[src/rtl/obi_sram_pkg.sv]
// Shared types and helpers for the OBI-to-SRAM adapter.
// The byte-lane merge is used to build the write word of a read-modify-write.
package obi_sram_pkg;

    typedef enum logic [0:0] {
        IDLE = 1'b0,
        RMW  = 1'b1
    } state_e;

    localparam int unsigned WORD_BITS = 32;
    localparam int unsigned NBYTES    = WORD_BITS / 8;

    function automatic logic [WORD_BITS-1:0] byte_merge(
        input logic [WORD_BITS-1:0] old_w,
        input logic [WORD_BITS-1:0] new_w,
        input logic [NBYTES-1:0]    be
    );
        logic [WORD_BITS-1:0] r;
        r = '0;
        for (int unsigned i = 0; i < NBYTES; i++) begin
            r[8*i +: 8] = be[i] ? new_w[8*i +: 8] : old_w[8*i +: 8];
        end
        return r;
    endfunction

endpackage

[src/rtl/obi_sram_adapter.sv]
// OBI subordinate in front of one SRAM port: window decode, one-cycle read latency,
// and partial-byte writes done as read-modify-write over two cycles.
module obi_sram_adapter
    import obi_sram_pkg::*;
#(
    parameter int unsigned DATAWIDTH = 32,
    parameter int unsigned ADDRWIDTH = 14,
    parameter logic [31:0] BASEADDR  = 32'h0000_0000
) (
    input  logic                 clk,
    input  logic                 rst,
    input  logic                 req_i,
    output logic                 gnt_o,
    input  logic [31:0]          addr_i,
    input  logic                 we_i,
    input  logic [3:0]           be_i,
    input  logic [DATAWIDTH-1:0] wdata_i,
    output logic                 rvalid_o,
    output logic [DATAWIDTH-1:0] rdata_o,
    output logic                 err_o,
    output logic [ADDRWIDTH-1:0] sram_addr_o,
    output logic                 sram_we_o,
    output logic [DATAWIDTH-1:0] sram_d_o,
    input  logic [DATAWIDTH-1:0] sram_q_i
);

    localparam logic [31:0] WIN_BYTES = 32'd4 << ADDRWIDTH;

    state_e                 state_q, state_d;
    logic                   rvalid_q, rvalid_d;
    logic                   err_q, err_d;
    logic                   rd_q, rd_d;
    logic [ADDRWIDTH-1:0]   addr_q, addr_d;
    logic [NBYTES-1:0]      be_q, be_d;
    logic [DATAWIDTH-1:0]   wdata_q, wdata_d;

    logic [31:0]            offset;
    logic                   hit;
    logic [ADDRWIDTH-1:0]   word;
    logic                   accept;
    logic                   full_w;
    logic                   part_w;
    logic                   in_rmw;

    assign offset = addr_i - BASEADDR;
    assign hit    = offset < WIN_BYTES;
    assign word   = ADDRWIDTH'(offset >> 2);
    assign in_rmw = (state_q == RMW);

    assign gnt_o  = ~rst & ~in_rmw;
    assign accept = req_i & gnt_o;
    assign full_w = we_i & hit & (be_i == '1);
    assign part_w = we_i & hit & (be_i != '0) & (be_i != '1);

    always_comb begin
        state_d  = state_q;
        addr_d   = addr_q;
        be_d     = be_q;
        wdata_d  = wdata_q;
        // Every grant yields exactly one response next cycle; for a partial
        // write that response coincides with the RMW write cycle.
        rvalid_d = accept;
        err_d    = accept & ~hit;
        rd_d     = accept & hit & ~we_i;
        if (in_rmw) begin
            state_d = IDLE;
        end else if (accept && part_w) begin
            state_d = RMW;
            addr_d  = word;
            be_d    = be_i;
            wdata_d = wdata_i;
        end
    end

    always_ff @(posedge clk or posedge rst) begin
        if (rst) begin
            state_q  <= IDLE;
            rvalid_q <= 1'b0;
            err_q    <= 1'b0;
            rd_q     <= 1'b0;
            addr_q   <= '0;
            be_q     <= '0;
            wdata_q  <= '0;
        end else begin
            state_q  <= state_d;
            rvalid_q <= rvalid_d;
            err_q    <= err_d;
            rd_q     <= rd_d;
            addr_q   <= addr_d;
            be_q     <= be_d;
            wdata_q  <= wdata_d;
        end
    end

    // Reset gates the write strobe so an in-flight RMW never lands.
    assign sram_we_o   = ~rst & (in_rmw | (accept & full_w));
    assign sram_addr_o = in_rmw ? addr_q : word;
    assign sram_d_o    = in_rmw ? byte_merge(sram_q_i, wdata_q, be_q) : wdata_i;

    assign rvalid_o = rvalid_q;
    assign err_o    = err_q;
    assign rdata_o  = rd_q ? sram_q_i : '0;

endmodule

[config.mk]
export PLATFORM = sky130hd
export DESIGN_NAME = obi_sram_adapter
export DESIGN_NICKNAME = d
export VERILOG_FILES = /design/src/rtl/obi_sram_pkg.sv /design/src/rtl/obi_sram_adapter.sv
export SDC_FILE = /design/constraint.sdc
export NUM_CORES = 1
export LEC_CHECK = 0
export CORE_AREA = 2 2 96 98
export CTS_CLUSTER_DIAMETER = 60
export DETAILED_ROUTE_END_ITERATION = 12
export DIE_AREA = 0 0 98 100
export PLACE_DENSITY = 0.79
export SLEW_MARGIN = 25
export SYNTH_ARGS = -nofsm -noshare
export SYNTH_HDL_FRONTEND = slang
export SYNTH_SLANG_ARGS = --single-unit
[constraint.sdc]
create_clock -name clk -period 2.34 [get_ports clk]
set_clock_uncertainty 0.15 [all_clocks]
set_input_delay 0.702 -clock clk [delete_from_list [all_inputs] [get_ports clk]]
set_output_delay 0.702 -clock clk [all_outputs]
set_load 0.1 [all_outputs]
# Yosys cells after proc, flatten, opt, wreduce, memory -nomap -nowiden
# Cells that the tools add are included.
dict set report totals {
  ff_bits 54
  word_cells 38
  mem_bits_rw 0
  in_bits 104
  rom_bits 0
  latchBits 0
  mem_count 0
}
dict set report op_classes {
  n_eq_ne 2
  reduce_logical 3
  div_mod_pow 0
  shifts 0
  add_sub_neg 0
  mux 9
  multipliers 0
  bitwise 16
  n_lt_le_gt_ge 1
}
# operator count
set op_table {}
lappend op_table {{$mux W32} 2}
lappend op_table {{$lt A32 B17 Y1 const B} 1}
lappend op_table {{$mux W8} 4}
lappend op_table {{$mux W14} 1}
lappend op_table {{$and A1 B1 Y1} 11}
lappend op_table {{$eq A4 B4 Y1 const B} 1}
lappend op_table {{$ne A4 B4 Y1 const B} 1}
lappend op_table {{$not A1 Y1} 4}
lappend op_table {{$reduce_bool A4 Y1} 1}
lappend op_table {{$mux W1} 2}
lappend op_table {{$reduce_and A2 Y1} 1}
lappend op_table {{$logic_and A1 B1 Y1} 1}
lappend op_table {{$or A1 B1 Y1} 1}

# Longest topological paths before layout
dict set report depth {
  depth_word 7
  ltp_mapped 6
}

# Worst setup path after synthesis
# OpenSTA, ideal clock, no wires.
dict set report synth_path {
  path_kind {input port to flip-flop}
  from {in rst}
  to {reg addr_q[10]}
  cell_stages 5
  arrival_ps 3295
  setup_ps 125
  required_time_ps 2065
  slack_ps -1230
  cell_sequence {nor2_1 > nand2_1 > nor4_4 > buf_6 > mux2_4}
}
dict set report synth_between {
  elab_chain_cells 5
}
# element line_no
set synth_lines {}
lappend synth_lines {{from (decl)} obi_sram_adapter.sv:11} ;# input logic rst,
lappend synth_lines {{$not A1 Y1} obi_sram_adapter.sv:50} ;# assign gnt_o = ~rst & ~in_rmw;
lappend synth_lines {{$and A1 B1 Y1} obi_sram_adapter.sv:50}
lappend synth_lines {{$and A1 B1 Y1} obi_sram_adapter.sv:51} ;# assign accept = req_i & gnt_o;
lappend synth_lines {{$logic_and A1 B1 Y1} obi_sram_adapter.sv:67} ;# end else if (accept && part_w) begin
lappend synth_lines {{$reduce_and A2 Y1 (no source line)} -}
lappend synth_lines {{to (signal assigned)} obi_sram_adapter.sv:89} ;# addr_q <= addr_d;
lappend synth_lines {{to (decl)} obi_sram_adapter.sv:33} ;# logic [ADDRWIDTH-1:0] addr_q, addr_d;
# Every way passes these cells.
# A chain may end at the register's enable or synchronous reset.

# Final worst setup path
dict set report layout_path {
  from {in addr_i[20]}
  to {out sram_we_o}
}
dict set report layout_between {
  elab_chain_cells 6
}
# element line_no
set layout_lines {}
lappend layout_lines {{from (decl)} obi_sram_adapter.sv:14} ;# input logic [31:0] addr_i,
lappend layout_lines {{$lt A32 B17 Y1} obi_sram_adapter.sv:46} ;# assign hit = offset < WIN_BYTES;
lappend layout_lines {{$and A1 B1 Y1 (2 in series)} obi_sram_adapter.sv:52} ;# assign full_w = we_i & hit & (be_i == '1);
lappend layout_lines {{$and A1 B1 Y1} obi_sram_adapter.sv:96} ;# assign sram_we_o = ~rst & (in_rmw | (accept & full_w));
lappend layout_lines {{$or A1 B1 Y1} obi_sram_adapter.sv:96}
lappend layout_lines {{$and A1 B1 Y1} obi_sram_adapter.sv:96}
lappend layout_lines {{to (decl)} obi_sram_adapter.sv:22} ;# output logic sram_we_o,
# Every way passes these cells.

==> results.toml <==
[clocking]
max-clock-path-buffers = 2
cts_made_buffers = 5
ctsRootBufferMaster = "clkbuf_8"
tritoncts = "built"
tritoncts_num_sinks = 54
clk_transition_reported_paths_ps = 90
cts_hold_repair.buffers = 0
h-tree-depth = 2
clock_insertion_delay_worst_skew_ps = 290

[routing]
topRoutingLayerUsed = "met4"
m1WireLength_um = 5020
wirelength_um = 13900
met2_wire_len_um = 8010
detailedRoute.firstPassIterationCount = 4
num_vias = 3295
routed_via_density = 5.14
antenna_left = 0
route.detailed.wl_per_inst_um = 21.7
drt_drc_violations_left = 0
number_of_violations_reported_at_the_end_of_detailed_routing_iteration_0 = 77
met3WireLength_um = 614

[global_routing]
remaining_global_route_overflow = 0
antenna_found_initial = 3
number_of_global_route_vias_before_repair = 3635
pin_count_of_the_biggest_net_entering_global_routing = 55
wire_length_of_the_first_global_routing_pass_um = 19700
grt_use_total_pct = 25.3

[floorplanning]
boundaryPins = 186
std_cell_rows = 35
die_area_um2 = 9800
die-width_um = 98
die_height_um = 100
floorplan.core_area_um2 = 8890
start_util_pct = 37.4

[final_layout]
post_route_cells_drive_above_1_share_pct = 65.7
synthToLayoutAreaGrowth_pct = 135
sequential_cell_area_um2 = 1370
fillers = 374
utilization_pct = 87.9
multi_input_area_um2 = 2610
nets = 630

[place]
gp_congestion = 0.744
place.port_buffers = 183
dp.final_hpwl_um = 8400

[sta]
report.final.setup_viol = 97
postLayoutSetupSlackWorst_ps = -335
setup_repair_after_global_routing_missed_its_margin = "yes"
drv_slew = 0
fin_crit_share_pct = 114
endpoints_failing_hold = 0
relative_max_transition_margin_pct = 71.9
max_freq_mhz = 374
min_period_ps = 2670
worst_pin_slew_ps = 416
worst_hold_slack_ps = 377

[pwr]
worst_ir_drop_vdd_v = 0.000315
leakagePower_nw = 3.47
total_power_mw = 2.42
power_density_nw_per_um2 = 309

[synth]
synth.yosys.seq_area_share_pct = 40.7
synth_seq_cells = 54
netlist.area_leader.share_pct = 40.7
synthesis.yosys.warnings = 0
synthesis.nets = 388
ys_top_cells_by_area = "dfrtp_1 (41%), mux2_4 (22%), mux2i_1 (9.6%)"
synth_cells = 284
yosys.cell_types.count = 20
synth.avg_cell_area_um2 = 11.7
syn_area_um2 = 3320
synth_largest_area_cell = "dfrtp_1"

[setup_path]
worst-endpoint-required_ps = 1490
critPathTopFamily = "simple AND/OR/NAND/NOR gates"
crit_path_top_delay_cell = "nor4_4"
timing_worst_setup_path_type = "input pin to output pin"
cp.arrival_ps = 1820
setup.worst_path.start_class = "input pin"
cp_num_buf_inv = 2
crit_path_end_kind = "output pin"
worst_path_fanout_max = 2
critical_path.max_stage_delay_ps = 300
crit_path_cell_trace = "buf_6 -> nor4_4 -> and4_4 -> a41oi_4 -> nor2_4 -> buf_12"

[worst_hold_path]
worstHoldPathType = "register to register"

[outcome]
run_status = "finished with violations"
failing_checks = "setup timing"

[job]
max_cap_violations = 0
[kinds of logic after synthesis]
kind of cell	Yosys count	share of synthesized area [%]
AO/OA/AOI/OAI	34	5.35
buffers and inverters	23	3.73
flip-flops	54	40.7
multiplexers	96	36.9
AND/OR/NAND/NOR	77	13.4
[cell usage in the layout (no fill, tap or decap), types with 5 or more instances in the layout]
cell type / instances
buf_12: 97
dlygate4sd2_1: 84
mux2_4: 64
dfrtp_1: 49
buf_4: 36
and2_1: 32
a21oi_4: 32
mux2i_2: 27
nor2_4: 22
buf_6: 14
nor2_2: 11
buf_16: 8
clkbuf_16: 7
clkbuf_8: 6
nor4_4: 5
mux2i_1: 5
[layer usage]
metal / vias up / global-route usage, %
met5: - / 0
met4: 0 / 6.84
met3: 22 / 4.67
met2: 122 / 48.1
met1: 1667 / 29.2
li1: 1484 / -
[where the power goes]
part | internal [mW] | leakage (nW) | switching, mW
combinational | 0.374 | 2.67 | 0.547
sequential | 0.934 | 0.743 | 0.00173
clock | 0.241 | 0.0482 | 0.320
total | 1.55 | 3.47 | 0.869
[cell type report]
cell class,instances,area share (%)
Antenna cell,3,0.0961
Sequential cell,54,17.5
Clock buffer,7,1.11
Timing Repair Buffer,256,46.0
Multi-Input combinational cell,207,33.4
Inverter,2,0.0961
Clock inverter,1,0.0641
Tap cell,111,1.78
[repair_timing]
| action | in CTS | in global routing |
|---|---|---|
| gates resized for setup | 253 | 27 |
| pin swaps | 47 | 40 |
| buffers inserted | 29 | 9 |
| cloned | 7 | 7 |
| endpoints found under the setup margin | 130 | 98 |
[cells in the mapped netlist, drive strengths merged]
library cell   n
mux2          64
dfrtp         54
nor2          35
a21oi         32
and2          32
mux2i         32
clkbuf        15
buf            6
nor4           5
and4           2
inv            2
a41oi          1
nand2          1
nand4          1
nor3           1
o41ai          1
[final timing paths]
| kind | startpoint | slack, ps | end | cells past startpoint |
|---|---|---|---|---|
| hold reg to reg | wdata_q[29] | 380 | wdata_q[29] | 1 |
| setup reg to reg | in_rmw | 10 | wdata_q[1] | 10 |
| hold / removal | wdata_q[29] | 380 | wdata_q[29] | 1 |
| min in group asynchronous | rst | 620 | be_q[3] | 4 |
| max in group asynchronous | rst | 1150 | in_rmw | 4 |
| setup / recovery | addr_i[20] | -330 | sram_we_o | 6 |
[per-stage QoR]
stage	cells	setup TNS [ps]	worst slack, ps	cell area, um^2
after floorplan	284	-10990	-352	3800
after global placement	589	-37970	-661	6760
after detailed placement	589	-42200	-723	6760
after CTS	627	-8790	-322	7460
after global routing	641	-16040	-383	7810
final	641	-8720	-335	7810
[sequential cells by signal, indices dropped and copies added (netlist names)]
signal    flops
wdata_q      32
addr_q       14
be_q          4
err_o         1
in_rmw        1
rd_q          1
rvalid_o      1
Note: power is estimated with default switching activity, not from simulation.
